===== src/rtl/digest_hex_tx.sv =====
// rtl/digest_hex_tx.sv - streams a latched digest to a UART TX core as ASCII hex, MS nibble first
// Optional feature macro: DIGEST_HEX_CRLF_EN (append 8'h0D, 8'h0A after the hex characters)
module digest_hex_tx #(
  parameter int DIGEST_BITS = 256,
  parameter bit UPPERCASE   = 1'b0
) (
  input  logic                   clk,
  input  logic                   rst,
  input  logic                   digest_valid,
  input  logic [DIGEST_BITS-1:0] digest,
  output logic                   digest_ready,
  output logic                   tx_start,
  output logic [7:0]             tx_data,
  input  logic                   tx_busy,
  output logic                   busy,
  output logic                   done
);

  localparam int HEX_CHARS = DIGEST_BITS / 4;
`ifdef DIGEST_HEX_CRLF_EN
  localparam int TOTAL_CHARS = HEX_CHARS + 2;
`else
  localparam int TOTAL_CHARS = HEX_CHARS;
`endif
  localparam int CW = $clog2(TOTAL_CHARS + 1);
  localparam logic [CW-1:0] LAST_IDX   = CW'(TOTAL_CHARS - 1);
  localparam logic [7:0]    ALPHA_BASE = UPPERCASE ? 8'h41 : 8'h61;

  typedef enum logic [1:0] {IDLE, SEND, WAIT_HI, WAIT_LO} state_t;

  state_t                 state, state_d;
  logic [DIGEST_BITS-1:0] shift_reg, shift_reg_d;
  logic [CW-1:0]          cnt, cnt_d;
  logic                   digest_ready_d, tx_start_d, busy_d, done_d;
  logic [7:0]             tx_data_d;
  logic [3:0]             nib;
  logic [7:0]             cur_char;

  assign nib = shift_reg[DIGEST_BITS-1 -: 4];

  // Character for the current position: hex digit of the top nibble, or the line terminator
  always_comb begin
    if (nib < 4'd10) begin
      cur_char = 8'h30 + {4'h0, nib};
    end else begin
      cur_char = ALPHA_BASE + {4'h0, nib} - 8'd10;
    end
`ifdef DIGEST_HEX_CRLF_EN
    if (cnt == CW'(HEX_CHARS)) begin
      cur_char = 8'h0D;
    end else if (cnt > CW'(HEX_CHARS)) begin
      cur_char = 8'h0A;
    end
`endif
  end

  // Registered state and outputs; asynchronous reset aborts any message in flight
  always_ff @(posedge clk or posedge rst) begin
    if (rst) begin
      state        <= IDLE;
      shift_reg    <= '0;
      cnt          <= '0;
      digest_ready <= 1'b1;
      tx_start     <= 1'b0;
      tx_data      <= 8'h00;
      busy         <= 1'b0;
      done         <= 1'b0;
    end else begin
      state        <= state_d;
      shift_reg    <= shift_reg_d;
      cnt          <= cnt_d;
      digest_ready <= digest_ready_d;
      tx_start     <= tx_start_d;
      tx_data      <= tx_data_d;
      busy         <= busy_d;
      done         <= done_d;
    end
  end

  // Next-state logic: one strobe per character, gated on seeing tx_busy rise and fall
  always_comb begin
    state_d        = state;
    shift_reg_d    = shift_reg;
    cnt_d          = cnt;
    digest_ready_d = digest_ready;
    tx_start_d     = 1'b0;
    tx_data_d      = tx_data;
    busy_d         = busy;
    done_d         = 1'b0;
    case (state)
      IDLE: begin
        if (digest_valid && digest_ready) begin
          shift_reg_d    = digest;
          cnt_d          = '0;
          busy_d         = 1'b1;
          digest_ready_d = 1'b0;
          state_d        = SEND;
        end
      end
      SEND: begin
        if (!tx_busy) begin
          tx_start_d = 1'b1;
          tx_data_d  = cur_char;
          state_d    = WAIT_HI;
        end
      end
      WAIT_HI: begin
        if (tx_busy) begin
          state_d = WAIT_LO;
        end
      end
      WAIT_LO: begin
        if (!tx_busy) begin
          if (cnt == LAST_IDX) begin
            done_d         = 1'b1;
            busy_d         = 1'b0;
            digest_ready_d = 1'b1;
            state_d        = IDLE;
          end else begin
            shift_reg_d = {shift_reg[DIGEST_BITS-5:0], 4'h0};
            cnt_d       = cnt + 1'b1;
            state_d     = SEND;
          end
        end
      end
      default: state_d = IDLE;
    endcase
  end

endmodule

===== config.mk =====
export PLATFORM = sky130hd
export DESIGN_NAME = digest_hex_tx
export DESIGN_NICKNAME = d
export VERILOG_FILES = /design/src/rtl/digest_hex_tx.sv
export SDC_FILE = /design/constraint.sdc
export NUM_CORES = 1
export LEC_CHECK = 0
export ABC_AREA = 1
export BUFFER_PORTS_ARGS = -buffer_cell sky130_fd_sc_hd__clkbuf_2
export CORE_UTILIZATION = 45
export CTS_BUF_LIST = sky130_fd_sc_hd__clkbuf_4 sky130_fd_sc_hd__clkbuf_8 sky130_fd_sc_hd__clkbuf_16
export CTS_CLUSTER_DIAMETER = 80
export DETAILED_ROUTE_END_ITERATION = 8
export GPL_ROUTABILITY_DRIVEN = 1
export GPL_TIMING_DRIVEN = 1
export HOLD_SLACK_MARGIN = 0.1
export PLACE_DENSITY = 0.68
export SLEW_MARGIN = 30
export SYNTH_ARGS = -nofsm -noshare
export SYNTH_HDL_FRONTEND = slang
export SYNTH_SLANG_ARGS = --single-unit

===== constraint.sdc =====
create_clock -name clk -period 10.8 [get_ports clk]
set_clock_uncertainty 0.2 [all_clocks]
set_input_delay 1.08 -clock clk [delete_from_list [all_inputs] [get_ports clk]]
set_output_delay 1.08 -clock clk [all_outputs]
set_load 0.01 [all_outputs]

==> results of run 1 <==
## how the worst min path moves through the flow
stage | startpoint | end | slack, ns | depth (start not counted)
after floorplan | shift_reg[100] | shift_reg[100] | 0.25 | 2
after global placement | tx_data[5] | tx_data[5] | 0.25 | 1
after detailed placement | tx_data[5] | tx_data[5] | 0.26 | 1
after CTS | tx_data[5] | tx_data[5] | 0.27 | 1
after global routing | tx_data[5] | tx_data[5] | 0.28 | 1
final | tx_data[5] | tx_data[5] | 0.27 | 1
## critical path: cells and delay by family (launching register included)
kind | cells | cell delay [ns]
buffers and inverters | 4 | 1.52
and+or+nand+nor | 3 | 0.47
DFF | 1 | 0.45
adders and majority gates | 1 | 0.39
AOI/OAI and AO/OA | 1 | 0.16
## cell families after synthesis
group,synth area share
other,0.0002913
muxes,0.1960
adders and majority gates,0.005832
AOI/OAI and AO/OA,0.1071
xor gates and xnor gates,0.0006805
buffers and inverters,0.05434
and+or+nand+nor,0.09915
DFF,0.5366
## area by class of cell
cell class	instances	area (sq um)	share of cell area
Antenna cell	2	5.005	0.0003259
Clock buffer	49	985.9	0.06420
Clock inverter	9	103.9	0.006762
Inverter	16	72.57	0.004725
Multi-Input combinational cell	863	5285	0.3441
Sequential cell	276	6908	0.4498
Tap cell	378	473.0	0.03080
Timing Repair Buffer	279	1524	0.09923
## metal layers
layer	up-vias	track usage
met5	-	0
met4	0	0.04658
met3	26	0.06500
met2	219	0.3097
met1	4333	0.2489
li1	4715	-
## power groups by stage
stage,Sequential (mW),Clock [mW],Combinational [mW]
2_1_floorplan,1.75,0,1.67
3_3_place_gp,1.81,0,1.73
3_5_place_dp,1.82,0,1.80
4_1_cts,1.81,1.12,1.80
5_1_grt,1.87,1.16,2.07
6_report,1.81,1.09,1.79
## per-stage QoR
stage / util / setup WS (ns) / power [mW]
after global routing: 0.5497 / 6.878 / 5.089
after global placement: 0.5072 / 6.700 / 3.534
after CTS: 0.5475 / 6.633 / 4.727
after floorplan: - / 1.913 / 3.412
final: 0.5498 / 7.265 / 4.686
after detailed placement: 0.5085 / 6.647 / 3.617
## cell usage after synthesis, types with 2 or more instances
master,number
ha_1,6
clkbuf_1,4
o21ai_1,191
nand2_1,299
buf_4,22
nand3_1,8
or2_2,2
o21ai_0,74
buf_6,24
a21oi_1,6
inv_1,16
buf_2,37
mux2i_1,252
nand3_2,2
dfrtp_1,275
nor2_1,15
==> flow_metrics.py, run 1 <==
metrics = {
    "setup_path": {
        "rr_worst_depth": 9,
        "r2r_slack_ns": 7.27,
        "max_stage_delay_ns": 0.62,
        "endpoint": "shift_reg[129]",
        "cp-start-kind": "register",
        "crit_type": "reg -> reg",
        "rr_endpoint": "shift_reg[129]",
        "reg2reg_from": "state[0]",
        "cp_cell_sequence": "ha_4, nand2_1, nand2_1, inv_1, nand3_4, buf_12, buf_16, buf_6, o21ai_0",
        "arrival_ns": 3.74,
        "crit_path_max_fanout": 193,
        "crit_path_end_kind": "register",
        "crit_top_cell": "nand2_1",
        "crit_start": "state[0]",
        "crit_slowest_cell": "buf_6",
        "required_ns": 11.00,
    },
    "synthesis": {
        "yosysTopAreaCellShare": 0.5346,
        "synth_edf_count": 0,
        "ys_seq_area_frac": 0.5366,
        "syn_area_per_cell_sq_um": 10.36,
        "async_flop_share": 1.000,
        "synth_cells": 1243,
        "synth.largest_area_cell": "dfrtp_1",
        "syn-num-nets": 1509,
        "yosys-top-cells-area": "dfrtp_1 (53%), mux2i_1 (20%), nand2_1 (8.7%)",
        "synth-seq-cells": 276,
        "synth_cell_types": 26,
        "ys_warn_count": 0,
        "yosys_most_used_dff": "dfrtp_1",
        "netlist_area_sq_um": 12870,
    },
    "clock_network": {
        "cts_buffers": 31,
        "post_cts_buffers": 0,
        "clk_pin_slew_worst_paths_ns": 0.06,
        "hold_buffers": 0,
        "cts.sinks": 276,
        "cts_root_buf": "clkbuf_16",
        "cts-htree-levels": 1,
        "clk_latency_ns": 0.55,
        "cts_max_path_buffers": 3,
        "tritoncts": "done",
        "cts-resized-gates": 0,
    },
    "power": {
        "pwr-share-seq": 0.385,
        "p_leak_nw": 7.135,
        "power.share.switching": 0.3751,
        "p_comb_frac": 0.382,
        "p_sw_mw": 1.758,
        "power_frac_clock": 0.232,
        "p_per_area_nw_per_um2": 305.2,
        "intPower_mw": 2.929,
        "peakVddDrop_uv": 267.6,
    },
    "routing": {
        "dr.first_iter.drc_count": 637,
        "wl_per_cell_um": 14.90,
        "wl_met1_um": 12220,
        "wl_met2_um": 12790,
        "drc": 0,
        "wirelength_um": 27900,
        "via_per_inst": 4.964,
        "wl_met3_um": 2476,
        "routed.top_layer": "met4",
        "num_vias": 9293,
        "ant_nets": 0,
        "firstDrtPassIters": 5,
    },
    "global_routing": {
        "grt_max_degree": 275,
        "grt_pass1_vias": 9386,
        "track_usage": 0.1924,
        "grt_pass1_wl_um": 45770,
        "antenna_found_initial": 2,
        "grt_overflow": 0,
    },
    "die": {
        "die_area_sq_um": 29290,
        "core_sq_um": 27930,
        "die_y_um": 171.1,
        "top_level_ports": 272,
        "num_rows": 61,
        "fp.dieW_um": 171.1,
        "initial_core_util": 0.4608,
    },
    "finish": {
        "layout_common_cells": "nand2_1 (299), dfrtp_1 (275), clkbuf_2 (270)",
        "syn2layout_area_growth_pct": 19.30,
        "final_area_sq_um": 15360,
        "largest_reg_flops": 256,
        "drive_above_1_share": 0.2312,
        "fillers": 2545,
        "final_common_cell": "nand2_1",
        "nets": 1733,
        "stdcell_count": 1872,
    },
    "timing": {
        "max_freq_mhz": 282.9,
        "fin_hold_ws_ns": 0.2685,
        "setup_violations": 0,
        "layout_min_cycle_time_ns": 3.535,
        "finalSetupTns_ns": 0,
        "tightest_slew_ns": 0.9111,
        "finalHoldViolations": 0,
        "relSlewSlack": 0.3926,
        "maxSlewViolCount": 0,
        "rsz0062_at_grt": "no",
        "timing.final.crit_share": 0.3273,
    },
    "place": {
        "port_buffers": 270,
        "dp.cells": 1810,
        "gp_congestion": 0.8035,
        "place_area_sq_um": 14200,
        "dp_hpwl_um": 18550,
    },
    "flow_run": {
        "drv_cap": 0,
    },
    "status": {
        "status": "finished, final reports clean",
    },
    "hold_path": {
        "hold_path_class": "reg -> reg",
    },
}
Note: power is estimated with default switching activity, not from simulation.
==> run 2, diff against run 1 <==
Settings changed: ABC_AREA 1 to 0.
Clock period 10.8 ns to 3.4 ns, I/O delays scaled along.
==> run 2 against run 1 <==
  * Worst setup slack worse by 6.7 ns
  * Sequential share of layout area decreased by 5.8 points
  * Highest routed layer is now met5
  * Via count rose by 29%
  * Design area up 15%
==> flow_metrics.py, run 2 <==
metrics = {
    "hold_path": {
        "hold_path_class": "in -> async",
    },
    "timing": {
        "timing.final.crit_share": 0.8447,
        "tightest_slew_ns": 0.9240,
        "fin_hold_ws_ns": 0.1434,
        "finalHoldViolations": 0,
        "rsz0062_at_grt": "no",
        "setup_violations": 0,
        "relSlewSlack": 0.3840,
        "layout_min_cycle_time_ns": 2.872,
        "max_freq_mhz": 348.2,
        "maxSlewViolCount": 0,
    },
    "power": {
        "p_per_area_nw_per_um2": 877.9,
        "peakVddDrop_uv": 1255,
        "power_mw": 15.47,
        "p_leak_nw": 7.208,
    },
    "clock_network": {
        "cts_buffers": 30,
        "clk_latency_ns": 0.57,
        "clk_pin_slew_worst_paths_ns": 0.06,
        "cts-htree-levels": 1,
        "post_cts_buffers": 0,
        "cts.sinks": 276,
        "hold_buffers": 260,
        "cts-resized-gates": 0,
        "cts_max_path_buffers": 3,
        "cts_root_buf": "clkbuf_16",
        "tritoncts": "done",
    },
    "routing": {
        "dr.first_iter.drc_count": 1120,
        "num_vias": 11950,
        "wl_per_cell_um": 19.63,
        "wirelength_um": 38710,
        "firstDrtPassIters": 5,
        "drc": 0,
        "ant_nets": 0,
        "via_per_inst": 6.059,
    },
    "synthesis": {
        "synth_edf_count": 0,
        "yosys.cell_count.top_type": "o22ai_1",
        "synth.largest_area_cell": "dfrtp_1",
        "ys_warn_count": 0,
        "yosys-top-cells-area": "dfrtp_1 (56%), o22ai_1 (19%), a2bb2oi_1 (9.8%)",
        "yosys-top-cells-count": "o22ai_1 (366), dfrtp_1 (275), a2bb2oi_1 (138)",
        "yosys_most_used_dff": "dfrtp_1",
        "netlist_area_sq_um": 12300,
        "synth_compound_area_frac": 0.3552,
        "synthSimpleGateAreaFrac": 0.01963,
        "syn-num-nets": 1400,
        "synth-seq-cells": 276,
        "synth_cell_types": 51,
        "synth_xor_area_frac": 0.0007121,
        "synthMuxAreaShare": 0.002645,
        "ys_seq_area_frac": 0.5616,
        "yosysTopAreaCellShare": 0.5595,
        "async_flop_share": 1.000,
        "synth_fa_ha_area_frac": 0.006104,
        "synth_top_family_by_area": "compound AO/OA/AOI/OAI gates",
        "synth_cells": 1134,
        "syn_area_per_cell_sq_um": 10.85,
    },
    "setup_path": {
        "required_ns": 3.60,
        "crit_path_max_fanout": 86,
        "rr_worst_depth": 4,
        "critPathTopFamily": "buffers and inverters",
        "crit_type": "reg -> reg",
        "crit_path_end_kind": "register",
        "cp_num_buf_inv": 2,
        "max_stage_delay_ns": 0.80,
        "crit_top_cell": "buf_4",
        "cp_cell_sequence": "ha_4, buf_4, buf_4, a21oi_1",
        "r2r_slack_ns": 0.53,
        "arrival_ns": 3.07,
        "cp.depth": 4,
        "cp-start-kind": "register",
        "crit_slowest_cell": "buf_4",
    },
    "global_routing": {
        "antenna_found_initial": 12,
        "grt_pass1_vias": 12010,
        "grt_pass1_wl_um": 62010,
        "grt_max_degree": 148,
        "grt_overflow": 0,
        "track_usage": 0.2694,
    },
    "die": {
        "fp.dieW_um": 167.3,
        "num_rows": 60,
        "top_level_ports": 272,
        "die_area_sq_um": 28000,
        "initial_core_util": 0.4576,
        "core_sq_um": 26880,
        "die_y_um": 167.3,
    },
    "finish": {
        "seq_area_sq_um": 6908,
        "largest_reg_flops": 256,
        "syn2layout_area_growth_pct": 43.27,
        "fillers": 2016,
        "layout_common_cells": "o22ai_1 (366), dfrtp_1 (275), clkbuf_2 (270)",
        "drive_above_1_share": 0.2299,
        "fin_util": 0.6556,
        "final_common_cell": "o22ai_1",
        "nets": 1860,
        "multi_input_area_sq_um": 4797,
        "stdcell_count": 1972,
    },
    "place": {
        "port_buffers": 270,
        "gp_congestion": 0.8076,
        "dp.cells": 1643,
        "dp_hpwl_um": 20990,
    },
    "flow_run": {
        "drv_cap": 0,
    },
    "status": {
        "status": "finished, final reports clean",
    },
}
[run 2: path summary, 6_finish.rpt]
check / from / end
worst max-delay path: state[1] / shift_reg[21]
worst min-delay path: rst / shift_reg[96]
min in group clk: tx_data[5] / tx_data[5]
worst min register to register: tx_data[5] / tx_data[5]
max in group asynchronous: rst / shift_reg[223]
worst max register to register: state[1] / shift_reg[21]
[run 2: routing by layer]
layer / GRT usage / up-vias / share of wire
met1: 0.3662 / 5845 / 0.43
met5: 0 / - / 0.00028
li1: - / 5500 / -
met3: 0.04207 / 103 / 0.056
met4: 0.1009 / 2 / 0.030
met2: 0.4362 / 499 / 0.48
[run 2: worst register-to-register path, stage by stage, from the launching register on]
cell and delay [ns]:
dfrtp_1 0.41, ha_4 0.46, buf_4 0.80, buf_4 0.63, a21oi_1 0.20
[run 2: area by class of cell]
cell class	count	area share
sequential	276	0.3920
multi-input combinational	717	0.2722
timing repair buffer	558	0.2472
clock buffer	39	0.04821
tap	341	0.02421
clock inverter	17	0.01172
inverter	11	0.002556
antenna	13	0.001846
[run 2: through the flow]
step	setup TNS, ns	worst slack [ns]	instance area [sq um]
floorplan	-217.40	-0.7905	12300
global placement	0	0.6823	13930
detailed placement	0	0.6419	13930
CTS	0	0.6199	17580
global route	0	0.3971	17620
finish	0	0.5279	17620
[run 2: kinds of logic (layout without fill, tap and decap cells)]
logic type      count (synthesis)  in the layout
buf+inv                       141            625
simple gates                   47             47
flops                         276            276
compound gates                659            659
fa+ha+maj                       6              6
mux                             3              3
xor+xnor                        1              1
other cells                     1             14
[run 2: where the power goes]
group / total [mW] / internal (mW) / switching, mW
Sequential: 5.83 / 4.76 / 1.07
Clock: 3.44 / 2.07 / 1.38
Combinational: 6.19 / 2.85 / 3.34
==> run 3, diff against run 2 <==
Clock period 3.4 ns to 2.7 ns, I/O delays scaled along.
==> run 3 against run 2 <==
  * Sequential power grew 26%
  * Combinational power grew 29%
  * Power grew 26%
  * Core utilization grew 0.26 points
  * Worst hold slack gained 0.14 ns
  * Cell count is essentially flat
  * Die area is the same
  * Critical endpoint is now shift_reg[197]
==> flow_metrics.py, run 3 (synthesis results as in run 2) <==
metrics = {
    "status": {
        "status": "finished, final reports clean",
    },
    "routing": {
        "drc": 0,
        "num_vias": 12000,
        "via_per_inst": 6.089,
        "firstDrtPassIters": 5,
        "ant_nets": 0,
        "wl_per_cell_um": 19.71,
        "dr.first_iter.drc_count": 1125,
        "wirelength_um": 38850,
    },
    "setup_path": {
        "arrival_ns": 2.78,
        "required_ns": 2.95,
        "crit_path_max_fanout": 41,
        "max_stage_delay_ns": 0.42,
        "crit_slowest_cell": "dfrtp_1",
        "cp-start-kind": "register",
        "cp_cell_sequence": "inv_1, ha_1, and3_1, nor2_2, a21oi_4, buf_12, a2bb2oi_1",
        "crit_path_end_kind": "register",
        "crit_type": "reg -> reg",
    },
    "timing": {
        "layout_min_cycle_time_ns": 2.531,
        "setup_violations": 0,
        "finalHoldViolations": 0,
        "maxSlewViolCount": 0,
        "tightest_slew_ns": 0.6241,
        "fin_hold_ws_ns": 0.2818,
        "rsz0062_at_grt": "no",
        "setup_ws_ns": 0.1689,
        "timing.final.crit_share": 0.9374,
        "max_freq_mhz": 395.1,
        "relSlewSlack": 0.5839,
    },
    "finish": {
        "largest_reg_flops": 256,
        "layout_common_cells": "o22ai_1 (366), dfrtp_1 (275), clkbuf_2 (270)",
        "syn2layout_area_growth_pct": 43.83,
        "stdcell_count": 1971,
        "drive_above_1_share": 0.2317,
        "fin_util": 0.6582,
        "nets": 1866,
        "final_common_cell": "o22ai_1",
    },
    "clock_network": {
        "post_cts_buffers": 0,
        "clk_latency_ns": 0.55,
        "cts-htree-levels": 1,
        "tritoncts": "done",
        "cts_root_buf": "clkbuf_16",
        "cts_buffers": 30,
        "clk_pin_slew_worst_paths_ns": 0.06,
        "cts.sinks": 276,
        "cts_max_path_buffers": 3,
    },
    "die": {
        "core_sq_um": 26880,
        "num_rows": 60,
        "top_level_ports": 272,
        "fp.dieW_um": 167.3,
        "die_area_sq_um": 28000,
        "initial_core_util": 0.4576,
        "die_y_um": 167.3,
    },
    "power": {
        "power_mw": 19.52,
        "p_sw_mw": 7.276,
        "power.share.switching": 0.3727,
        "p_leak_nw": 7.245,
        "peakVddDrop_uv": 885.6,
        "p_per_area_nw_per_um2": 1104,
        "p_comb_frac": 0.408,
        "power_frac_clock": 0.217,
        "intPower_mw": 12.25,
        "pwr-share-seq": 0.375,
    },
    "place": {
        "dp.cells": 1648,
        "dp_hpwl_um": 20950,
        "port_buffers": 270,
        "gp_congestion": 0.7980,
        "dp_worst_setup_slack_ns": 0.2305,
    },
    "global_routing": {
        "grt_pass1_vias": 12210,
        "track_usage": 0.2731,
        "grt_overflow": 0,
        "grt_pass1_wl_um": 63000,
        "antenna_found_initial": 8,
        "grt_max_degree": 136,
    },
    "hold_path": {
        "hold_path_class": "reg -> reg",
    },
    "flow_run": {
        "drv_cap": 0,
    },
}
run 3: worst paths after layout:
check | depth (start not counted) | start | slack [ns] | to
max | 7 | state[0] | 0.17 | shift_reg[197]
min | 1 | tx_data[5] | 0.28 | tx_data[5]
max reg2reg | 7 | state[0] | 0.17 | shift_reg[197]
min reg2reg | 1 | tx_data[5] | 0.28 | tx_data[5]
max in group asynchronous | 5 | rst | 0.99 | shift_reg[194]
min in group asynchronous | 4 | rst | 0.62 | tx_data[5]
run 3: power groups by stage:
stage / clock [mW] / combinational [mW] / sequential [mW]
after floorplan: 0 / 5.90 / 6.91
after global placement: 0 / 7.33 / 7.22
after detailed placement: 0 / 7.53 / 7.25
after CTS: 4.31 / 7.83 / 7.23
after global routing: 4.46 / 8.67 / 7.52
final: 4.24 / 7.96 / 7.32
run 3: final cells by class:
cell class              instances  area [sq um]
clock buffers                  50         982.2
multi-input cells             717          4797
inverters                      11         45.04
repair buffers                564          4449
diodes                          7         17.52
fillers                      2021          9186
flip-flops and latches        276          6908
well taps                     341         426.7
clock inverters                 5         63.81
run 3: critical path, delay by kind of cell (launching register included):
family	cells	cell delay, ns
buffers and inverters	2	0.41
adder cells (fa/ha/maj)	1	0.29
AO/OA/AOI/OAI	2	0.61
flip-flops	1	0.42
AND/OR/NAND/NOR	2	0.47
run 3: stage by stage:
step | instance area, sq um | setup TNS, ns
after CTS | 17670 | 0
after global placement | 14010 | 0
after global routing | 17690 | 0
final | 17690 | 0
after floorplan | 12300 | -391.10
after detailed placement | 14010 | 0
run 3: repair_timing:
item | 4_1_cts | 5_1_grt
hold endpoints to repair | 539 | 0
hold buffers | 261 | 0
resized for setup | 0 | 0
run 3: routing by layer:
layer	GRT usage	up-vias	share of wire
met4	0.1173	2	0.041
met1	0.3628	5851	0.42
met3	0.04443	126	0.054
met2	0.4438	500	0.48
met5	0	-	0.00026
li1	-	5523	-
